**config.mk**
```make
export PLATFORM = sky130hd
export DESIGN_NAME = clk_en_sched_flat
export DESIGN_NICKNAME = d
export VERILOG_FILES = /design/src/rtl/clk_en_sched_if.sv /design/src/rtl/clk_en_sched.sv /design/src/flat_wrapper.sv
export SDC_FILE = /design/constraint.sdc
export NUM_CORES = 1
export LEC_CHECK = 0
export ABC_AREA = 1
export CORE_MARGIN = 8
export CORE_UTILIZATION = 40
export CTS_CLUSTER_DIAMETER = 150
export DETAILED_ROUTE_END_ITERATION = 10
export HOLD_SLACK_MARGIN = 0.15
export SYNTH_ARGS = -nofsm -noshare
export SYNTH_HDL_FRONTEND = slang
export SYNTH_SLANG_ARGS = --single-unit
```
**constraint.sdc**
```tcl
create_clock -name clk_32f -period 1.5 [get_ports clk_32f]
set_input_delay 0.225 -clock clk_32f [delete_from_list [all_inputs] [get_ports clk_32f]]
set_output_delay 0.225 -clock clk_32f [all_outputs]
set_load 0.005 [all_outputs]
```
**src/rtl/clk_en_sched_if.sv**
```systemverilog
// Bundle of hold/resync controls and enable/status outputs of clk_en_sched.
// CLK_EN_SCHED_LEVEL_EN adds the 50% duty level-clock outputs.
interface clk_en_sched_if;
  logic       hold;
  logic       resync_req;
  logic       en_4f;
  logic       en_2f;
  logic       en_f;
  logic [4:0] phase;
  logic       clk_ok;
  logic       resync_ack;
  logic [1:0] state;
`ifdef CLK_EN_SCHED_LEVEL_EN
  logic       clk_4f_lvl;
  logic       clk_2f_lvl;
  logic       clk_f_lvl;

  modport slave (
    input  hold, resync_req,
    output en_4f, en_2f, en_f, phase, clk_ok, resync_ack, state,
    output clk_4f_lvl, clk_2f_lvl, clk_f_lvl
  );
  modport master (
    output hold, resync_req,
    input  en_4f, en_2f, en_f, phase, clk_ok, resync_ack, state,
    input  clk_4f_lvl, clk_2f_lvl, clk_f_lvl
  );
`else
  modport slave (
    input  hold, resync_req,
    output en_4f, en_2f, en_f, phase, clk_ok, resync_ack, state
  );
  modport master (
    output hold, resync_req,
    input  en_4f, en_2f, en_f, phase, clk_ok, resync_ack, state
  );
`endif
endinterface

```
**src/rtl/clk_en_sched.sv**
```systemverilog
// Derives 4f/2f/f enable strobes from a 32f bit clock with warm-up and resync FSM.
// Optional level clocks via macro CLK_EN_SCHED_LEVEL_EN.
module clk_en_sched #(
  parameter int unsigned WARM_PERIODS = 4
) (
  input  logic           clk_32f,
  input  logic           reset,
  clk_en_sched_if.slave  bus
);

  typedef enum logic [1:0] {
    IDLE   = 2'd0,
    WARM   = 2'd1,
    RUN    = 2'd2,
    RESYNC = 2'd3
  } state_t;

  localparam logic [3:0] WARM_TARGET = 4'(WARM_PERIODS);

  state_t     state_reg, state_next;
  logic [4:0] phase_reg, phase_next;
  logic [3:0] warm_reg, warm_next;
  logic       clk_ok_reg, clk_ok_next;
  logic       ack_reg, ack_next;
  logic       resync_prev_reg;
  logic       counting;
  logic       resync_edge;
  logic [2:0] strobe;

  assign counting    = (state_reg == WARM) || (state_reg == RUN);
  assign resync_edge = bus.resync_req & ~resync_prev_reg;

  // strobe[gi] fires when the low gi+3 phase bits are all ones
  genvar gi;
  generate
    for (gi = 0; gi < 3; gi++) begin : g_strobe
      assign strobe[gi] = counting & ~bus.hold & (&phase_reg[gi+2:0]);
    end
  endgenerate

  always_ff @(posedge clk_32f) begin
    if (!reset) begin
      state_reg <= IDLE;
    end else begin
      state_reg <= state_next;
    end
  end

  always_ff @(posedge clk_32f) begin
    if (!reset) begin
      phase_reg       <= 5'd0;
      warm_reg        <= 4'd0;
      clk_ok_reg      <= 1'b0;
      ack_reg         <= 1'b0;
      resync_prev_reg <= 1'b0;
    end else begin
      phase_reg       <= phase_next;
      warm_reg        <= warm_next;
      clk_ok_reg      <= clk_ok_next;
      ack_reg         <= ack_next;
      resync_prev_reg <= bus.resync_req;
    end
  end

  always_comb begin
    state_next  = state_reg;
    phase_next  = phase_reg;
    warm_next   = warm_reg;
    clk_ok_next = clk_ok_reg;
    ack_next    = 1'b0;
    case (state_reg)
      IDLE: begin
        state_next = WARM;
      end
      WARM, RUN: begin
        // a resync edge wins over a coincident en_f, which then goes uncounted
        if (resync_edge) begin
          state_next  = RESYNC;
          phase_next  = 5'd0;
          warm_next   = 4'd0;
          clk_ok_next = 1'b0;
          ack_next    = 1'b1;
        end else begin
          if (!bus.hold) begin
            phase_next = phase_reg + 5'd1;
          end
          if ((state_reg == WARM) && strobe[2]) begin
            warm_next = warm_reg + 4'd1;
            if (warm_reg + 4'd1 == WARM_TARGET) begin
              state_next  = RUN;
              clk_ok_next = 1'b1;
            end
          end
        end
      end
      RESYNC: begin
        state_next = WARM;
        phase_next = 5'd0;
      end
      default: begin
        state_next = IDLE;
      end
    endcase
  end

  assign bus.en_4f      = strobe[0];
  assign bus.en_2f      = strobe[1];
  assign bus.en_f       = strobe[2];
  assign bus.phase      = phase_reg;
  assign bus.clk_ok     = clk_ok_reg;
  assign bus.resync_ack = ack_reg;
  assign bus.state      = state_reg;

`ifdef CLK_EN_SCHED_LEVEL_EN
  assign bus.clk_4f_lvl = phase_reg[2];
  assign bus.clk_2f_lvl = phase_reg[3];
  assign bus.clk_f_lvl  = phase_reg[4];
`else
`endif

endmodule

```
**src/flat_wrapper.sv**
```systemverilog
// flat-port wrapper written by rule: the top's interface ports become plain ports
module clk_en_sched_flat 
#(
  parameter int unsigned WARM_PERIODS = 4
)
  (clk_32f, reset, bus_hold, bus_resync_req, bus_en_4f, bus_en_2f, bus_en_f, bus_phase, bus_clk_ok, bus_resync_ack, bus_state);
  clk_en_sched_if bus_i ();
  input  logic clk_32f;
  input  logic reset;
  input wire logic [$bits(bus_i.hold)-1:0] bus_hold;
  input wire logic [$bits(bus_i.resync_req)-1:0] bus_resync_req;
  output wire logic [$bits(bus_i.en_4f)-1:0] bus_en_4f;
  output wire logic [$bits(bus_i.en_2f)-1:0] bus_en_2f;
  output wire logic [$bits(bus_i.en_f)-1:0] bus_en_f;
  output wire logic [$bits(bus_i.phase)-1:0] bus_phase;
  output wire logic [$bits(bus_i.clk_ok)-1:0] bus_clk_ok;
  output wire logic [$bits(bus_i.resync_ack)-1:0] bus_resync_ack;
  output wire logic [$bits(bus_i.state)-1:0] bus_state;
  assign bus_i.hold = bus_hold;
  assign bus_i.resync_req = bus_resync_req;
  assign bus_en_4f = bus_i.en_4f;
  assign bus_en_2f = bus_i.en_2f;
  assign bus_en_f = bus_i.en_f;
  assign bus_phase = bus_i.phase;
  assign bus_clk_ok = bus_i.clk_ok;
  assign bus_resync_ack = bus_i.resync_ack;
  assign bus_state = bus_i.state;
  clk_en_sched #(.WARM_PERIODS(WARM_PERIODS)) u_core (.clk_32f(clk_32f), .reset(reset), .bus(bus_i));
endmodule
```
* Word level (Yosys, flattened, before mapping)
Index checks and enable logic that the tools add are counted. W data, S select, Z words.
Storage, ports and cells: flip-flop bits (word level) 14, input bits 4, output and inout bits 12, word-level logic and storage cells 51
Operators by class: add/subtract/negate cells 2, equality and inequality tests 7, muxes and demuxes 13, bitwise operators 7, reductions and logical operators 16
Operators with widths (count):
- $mux W5 | 2
- $pmux W5 S2 | 1
- $mux W4 | 2
- $reduce_and A2 Y1 | 4
- $mux W2 | 3
- $ne A3 B1 Y1 const B | 2
- $reduce_and A3 Y1 | 2
- $reduce_bool A2 Y1 | 3
- $add A5 B1 Y5 const B | 1
- $and A1 B1 Y1 | 5
- $reduce_and A5 Y1 | 1
- $add A4 B1 Y4 const B | 1
- $eq A2 B2 Y1 const B | 2
- $eq A4 B3 Y1 const B | 1
- $mux W1 | 4
- $pmux W2 S2 | 1
- $reduce_and A4 Y1 | 1
- $reduce_or A2 Y1 | 2
- $ne A3 B2 Y1 const B | 1
- $eq A2 B1 Y1 const B | 1
- $logic_not A2 Y1 | 1
- $not A1 Y1 | 2
- $logic_and A1 B1 Y1 | 1
- $logic_or A1 B1 Y1 | 1

* Logic depth before layout (Yosys ltp)
word-level depth 8, depth in mapped cells 10, mapped depth without buffers 10

* Least setup slack after synthesis
Ideal clock, no wire load.
kind reg2reg, start point register u_core.phase_reg[0], in the netlist u_core.bus.phase[0], end point register u_core.warm_reg[2], setup time 0.070 ns, data arrival time 1.379 ns, data required time 1.430 ns, path slack 0.051 ns, stages on the path, launching flop included 9, path buffers 0, period minus slack after synthesis 1.449 ns, path through dfxtp_1 > ha_1 > inv_1 > nor3_1 > ha_1 > nand4_1 > nor2_2 > nand3_1 > a21oi_1
On the way: longest elaborated chain between the ends 5
RTL lines:
- start, declared | RTL line clk_en_sched.sv:21 | logic [4:0] phase_reg, phase_next;
- start signal, assigned | RTL line clk_en_sched.sv:57 | phase_reg <= phase_next;
- $reduce_and A5 Y1 | RTL line clk_en_sched.sv:37 | assign strobe[gi] = counting & ~bus.hold & (&phase_reg[gi+2:0]);
- $and A1 B1 Y1 | RTL line clk_en_sched.sv:37
- $logic_and A1 B1 Y1 | RTL line clk_en_sched.sv:87 | if ((state_reg == WARM) && strobe[2]) begin
- $reduce_bool A2 Y1 (no source line)
- $reduce_and A2 Y1 (no source line)
- end signal, assigned | RTL line clk_en_sched.sv:58 | warm_reg <= warm_next;
- end, declared | RTL line clk_en_sched.sv:22 | logic [3:0] warm_reg, warm_next;
No other way between the ends. A chain may end at the register's enable or synchronous reset.

* Worst setup path after layout
start point register u_core.phase_reg[1], in the netlist u_core.bus.phase[1], end point output bus_en_f
On the way: longest elaborated chain between the ends 2
RTL lines:
- $reduce_and A5 Y1 | RTL line clk_en_sched.sv:37
- $and A1 B1 Y1 | RTL line clk_en_sched.sv:37
- end, declared | RTL line flat_wrapper.sv:14 | output wire logic [$bits(bus_i.en_f)-1:0] bus_en_f;
No other way between the ends.

==> metrics.md <==
| Metric | Value |
|---|---|
| Status | complete, but fails checks |
| Failing checks | setup timing |
| Worst Setup EP | bus_en_f |
| Core Rows | 16 |
| Hold crit path type | flop to flop |
| Post-layout nets | 160 |
| Starting Density | 0.4156 |
| Worst path max stage delay | 0.37 ns |
| Syn_nets | 123 |
| Fraction of layout cells with a size suffix above 1 | 0.4490 |
| Die W | 60.92 µm |
| Area grow syn2layout | 60.46% |
| Fin crit share | 1.054 |
| Setup TNS | -0.3576 ns |
| RSZ-0062 raised after global routing | yes |
| Mapped Cells | 111 |
| Slowest stage cell on the critical path | dfxtp_2 |
| Worst-Margin Slew | 0.3072 ns |
| CTS Sinks | 14 |
| Maximum vdd drop | 0.5580 mV |
| Total die area | 3711 µm² |
| I/O Pins | 16 |
| Design Area, Final | 1295 µm² |
| Worst path most repeated cell | inv_2 |
| Num CTS Buffers | 3 |
| Max Transition Viols Final | 0 |
| Seq/Total Area, Yosys | 0.3473 |
| Die H | 60.92 µm |
| Detailed placement HPWL | 1.510 mm |
| DRC Markers | 0 |
| Fin. Hold Viols | 0 |
| Final Critical Period | 1.580 ns |
| Total GRT Usage | 0.1172 |
| # setup viols final | 9 |
| CP Max Fanout | 2 |
| Crit. End Element | primary output |
| Clock Path Buffers | 2 |
| First-pass GRT wire length | 3.291 mm |
| Area after DPL | 1111 µm² |
| Mapped Area | 807.0 µm² |
| GP Congestion | 0.7530 |
| Vias | 794 |
| Setup ws final | -0.08042 ns |
| Worst Path Required | 1.27 ns |
| Distinct cell type count after synthesis | 17 |
| Max Cap Viol | 0 |
| Reg2reg start | u_core.bus.phase[1]$_SDFFE_PN0P_ |
| Worst r2r path cells | 9 |
| Static Leak | 0.6276 nW |
| Worst R2R Setup Slack | -0.06 ns |
| Worst-Skew Late Latency | 0.28 ns |
| Number of flip-flops under the largest register name | 5 |
| Worst EP arrival | 1.36 ns |
| IO buf count | 15 |
| RR Endpoint | u_core.bus.state[0]$_SDFFE_PN0P_ |
| Grt total ovfl | 0 |
| Vias in the first global route | 790 |
| H-Tree Depth | 1 |
| Setup CP Type | flop to primary output |
| Initial antenna violation count | 0 |
| Final ANT Viol Nets | 0 |
| Post-route clock skew | 0.0008187 ns |
| Total core area | 1942 µm² |
| Ys Warns | 0 |
| Pre-Repair DR Iteration Count | 2 |
| Tot Pwr | 0.9864 mW |
| #FFs+latches synth | 14 |
| Root buffer cell | clkbuf_4 |
| Syn_area_per_cell | 7.270 µm² |
| Crit path launch type | flop |
| Clock-pin slew on the worst setup and hold paths | 0.09 ns |
| Utilization after layout | 0.6669 |
| Largest net degree at the start of global routing | 9 |
| CTS tree | built |
| Critical-path cell list | ha_4 > inv_2 > nor3_4 > ha_2 > nand3_2 > inv_2 > buf_6 |
| Number of fill cells | 178 |
| Initial DRC Count | 12 |
| Rel. slew slack | 0.7946 |
| WL/cell | 11.77 µm |
| CP startpoint | u_core.bus.phase[1]$_SDFFE_PN0P_ |
| Achievable Freq | 632.7 MHz |
| Routed WL | 2.048 mm |
| Via density | 4.563 |
| Power per Cell Area | 761.7 nW/µm² |
| Diode count | 0 |
[worst min-delay path by stage]
stage,cells past startpoint,slack [ns],end,startpoint
5_1_grt,2,0.50,u_core.bus.clk_ok$_SDFFE_PN0P_,u_core.bus.clk_ok$_SDFFE_PN0P_
2_1_floorplan,2,0.32,u_core.resync_prev_reg$_SDFF_PN0_,reset
3_3_place_gp,2,0.43,u_core.bus.clk_ok$_SDFFE_PN0P_,u_core.bus.clk_ok$_SDFFE_PN0P_
4_1_cts,2,0.47,u_core.bus.clk_ok$_SDFFE_PN0P_,u_core.bus.clk_ok$_SDFFE_PN0P_
6_report,2,0.46,u_core.bus.clk_ok$_SDFFE_PN0P_,u_core.bus.clk_ok$_SDFFE_PN0P_
3_5_place_dp,2,0.44,u_core.bus.clk_ok$_SDFFE_PN0P_,u_core.bus.clk_ok$_SDFFE_PN0P_
[metal layers]
layer  wire length [µm]  vias to the layer above  GRT usage
li1                   -                      421          -
met1                921                      361     0.1302
met2               1045                       10     0.2066
met3                 63                        2    0.02754
met4                 18                        0    0.04983
met5                  0                        -          0
[critical path: cells and delay by family, from the launching register on]
kind	cells	cell delay, ns
DFF	1	0.37
adders and majority gates	2	0.35
buffers and inverters	3	0.18
and+or+nand+nor	2	0.18
[area by class of cell]
class                      count  area, µm²  share of cell area
inverter                      23      88.84             0.06860
sequential                    14      286.5              0.2213
timing repair buffer          32      272.8              0.2106
multi-input combinational     74      576.8              0.4454
tap                           27      33.78             0.02609
clock buffer                   4      36.28             0.02802
[Yosys cell counts]
library cell,instances,share of area
nand3_1,7,0.043
nor4_1,1,0.0078
inv_1,21,0.098
a21oi_1,7,0.043
o21ai_0,5,0.031
nand2_1,22,0.10
nor3_1,1,0.0062
or2_4,1,0.011
inv_2,1,0.0046
nor2_4,2,0.028
nor2_2,2,0.016
dfxtp_1,14,0.35
nor2_1,11,0.051
nand2_4,4,0.056
ha_1,8,0.12
nand4_1,3,0.023
inv_4,1,0.0078
[timing repair]
item                       in CTS  in global routing
pin swaps                      10                  8
gates cloned                    0                  0
setup endpoints to repair      13                 17
hold buffers                    0                  0
setup buffers                   0                  1
resized for setup              34                 23
[report_power, final]
group | internal (mW) | switching (mW)
Combinational | 0.144 | 0.154
Sequential | 0.396 | 0.0164
Clock | 0.148 | 0.128
Total | 0.688 | 0.299
[placed cells by master, fill, tap and decap left out]
| cell | count |
|---|---|
| nor4_4 | 1 |
| a21oi_2 | 4 |
| inv_1 | 16 |
| o21ai_0 | 2 |
| buf_2 | 2 |
| nor2_2 | 4 |
| o21ai_1 | 2 |
| nand3_2 | 4 |
| buf_6 | 1 |
| inv_2 | 6 |
| a21oi_1 | 3 |
| nand3_1 | 3 |
| nand2_2 | 2 |
| ha_2 | 1 |
| nor2_1 | 8 |
| dfxtp_1 | 9 |
| nand4_1 | 3 |
| or2_4 | 1 |
| nand2_1 | 19 |
| dlygate4sd2_1 | 1 |
| clkdlybuf4s50_1 | 9 |
| nor3_4 | 1 |
| buf_4 | 17 |
| inv_4 | 1 |
| nor2_4 | 3 |
| nand2_8 | 1 |
| ha_4 | 3 |
| clkbuf_8 | 1 |
| dlymetal6s2s_1 | 2 |
| o21ai_2 | 1 |
| clkbuf_4 | 3 |
| ha_1 | 4 |
| dfxtp_2 | 5 |
| nand2_4 | 4 |
[per-stage QoR]
| stage | hold slack, ns | instances | worst slack (ns) |
|---|---|---|---|
| 2_1_floorplan | 0.3185 | 111 | 0.05124 |
| 3_3_place_gp | 0.4330 | 169 | -0.2088 |
| 3_5_place_dp | 0.4437 | 169 | -0.2850 |
| 4_1_cts | 0.4685 | 173 | -0.1467 |
| 5_1_grt | 0.4974 | 174 | -0.1976 |
| 6_report | 0.4614 | 174 | -0.08042 |
[logic make-up after synthesis]
logic type,count (synthesis),synth area share
AOI/OAI and AO/OA,12,0.07441
DFF,14,0.3473
buffers and inverters,23,0.1101
and+or+nand+nor,54,0.3442
adders and majority gates,8,0.1240
Power figures use the tool's default switching activity.
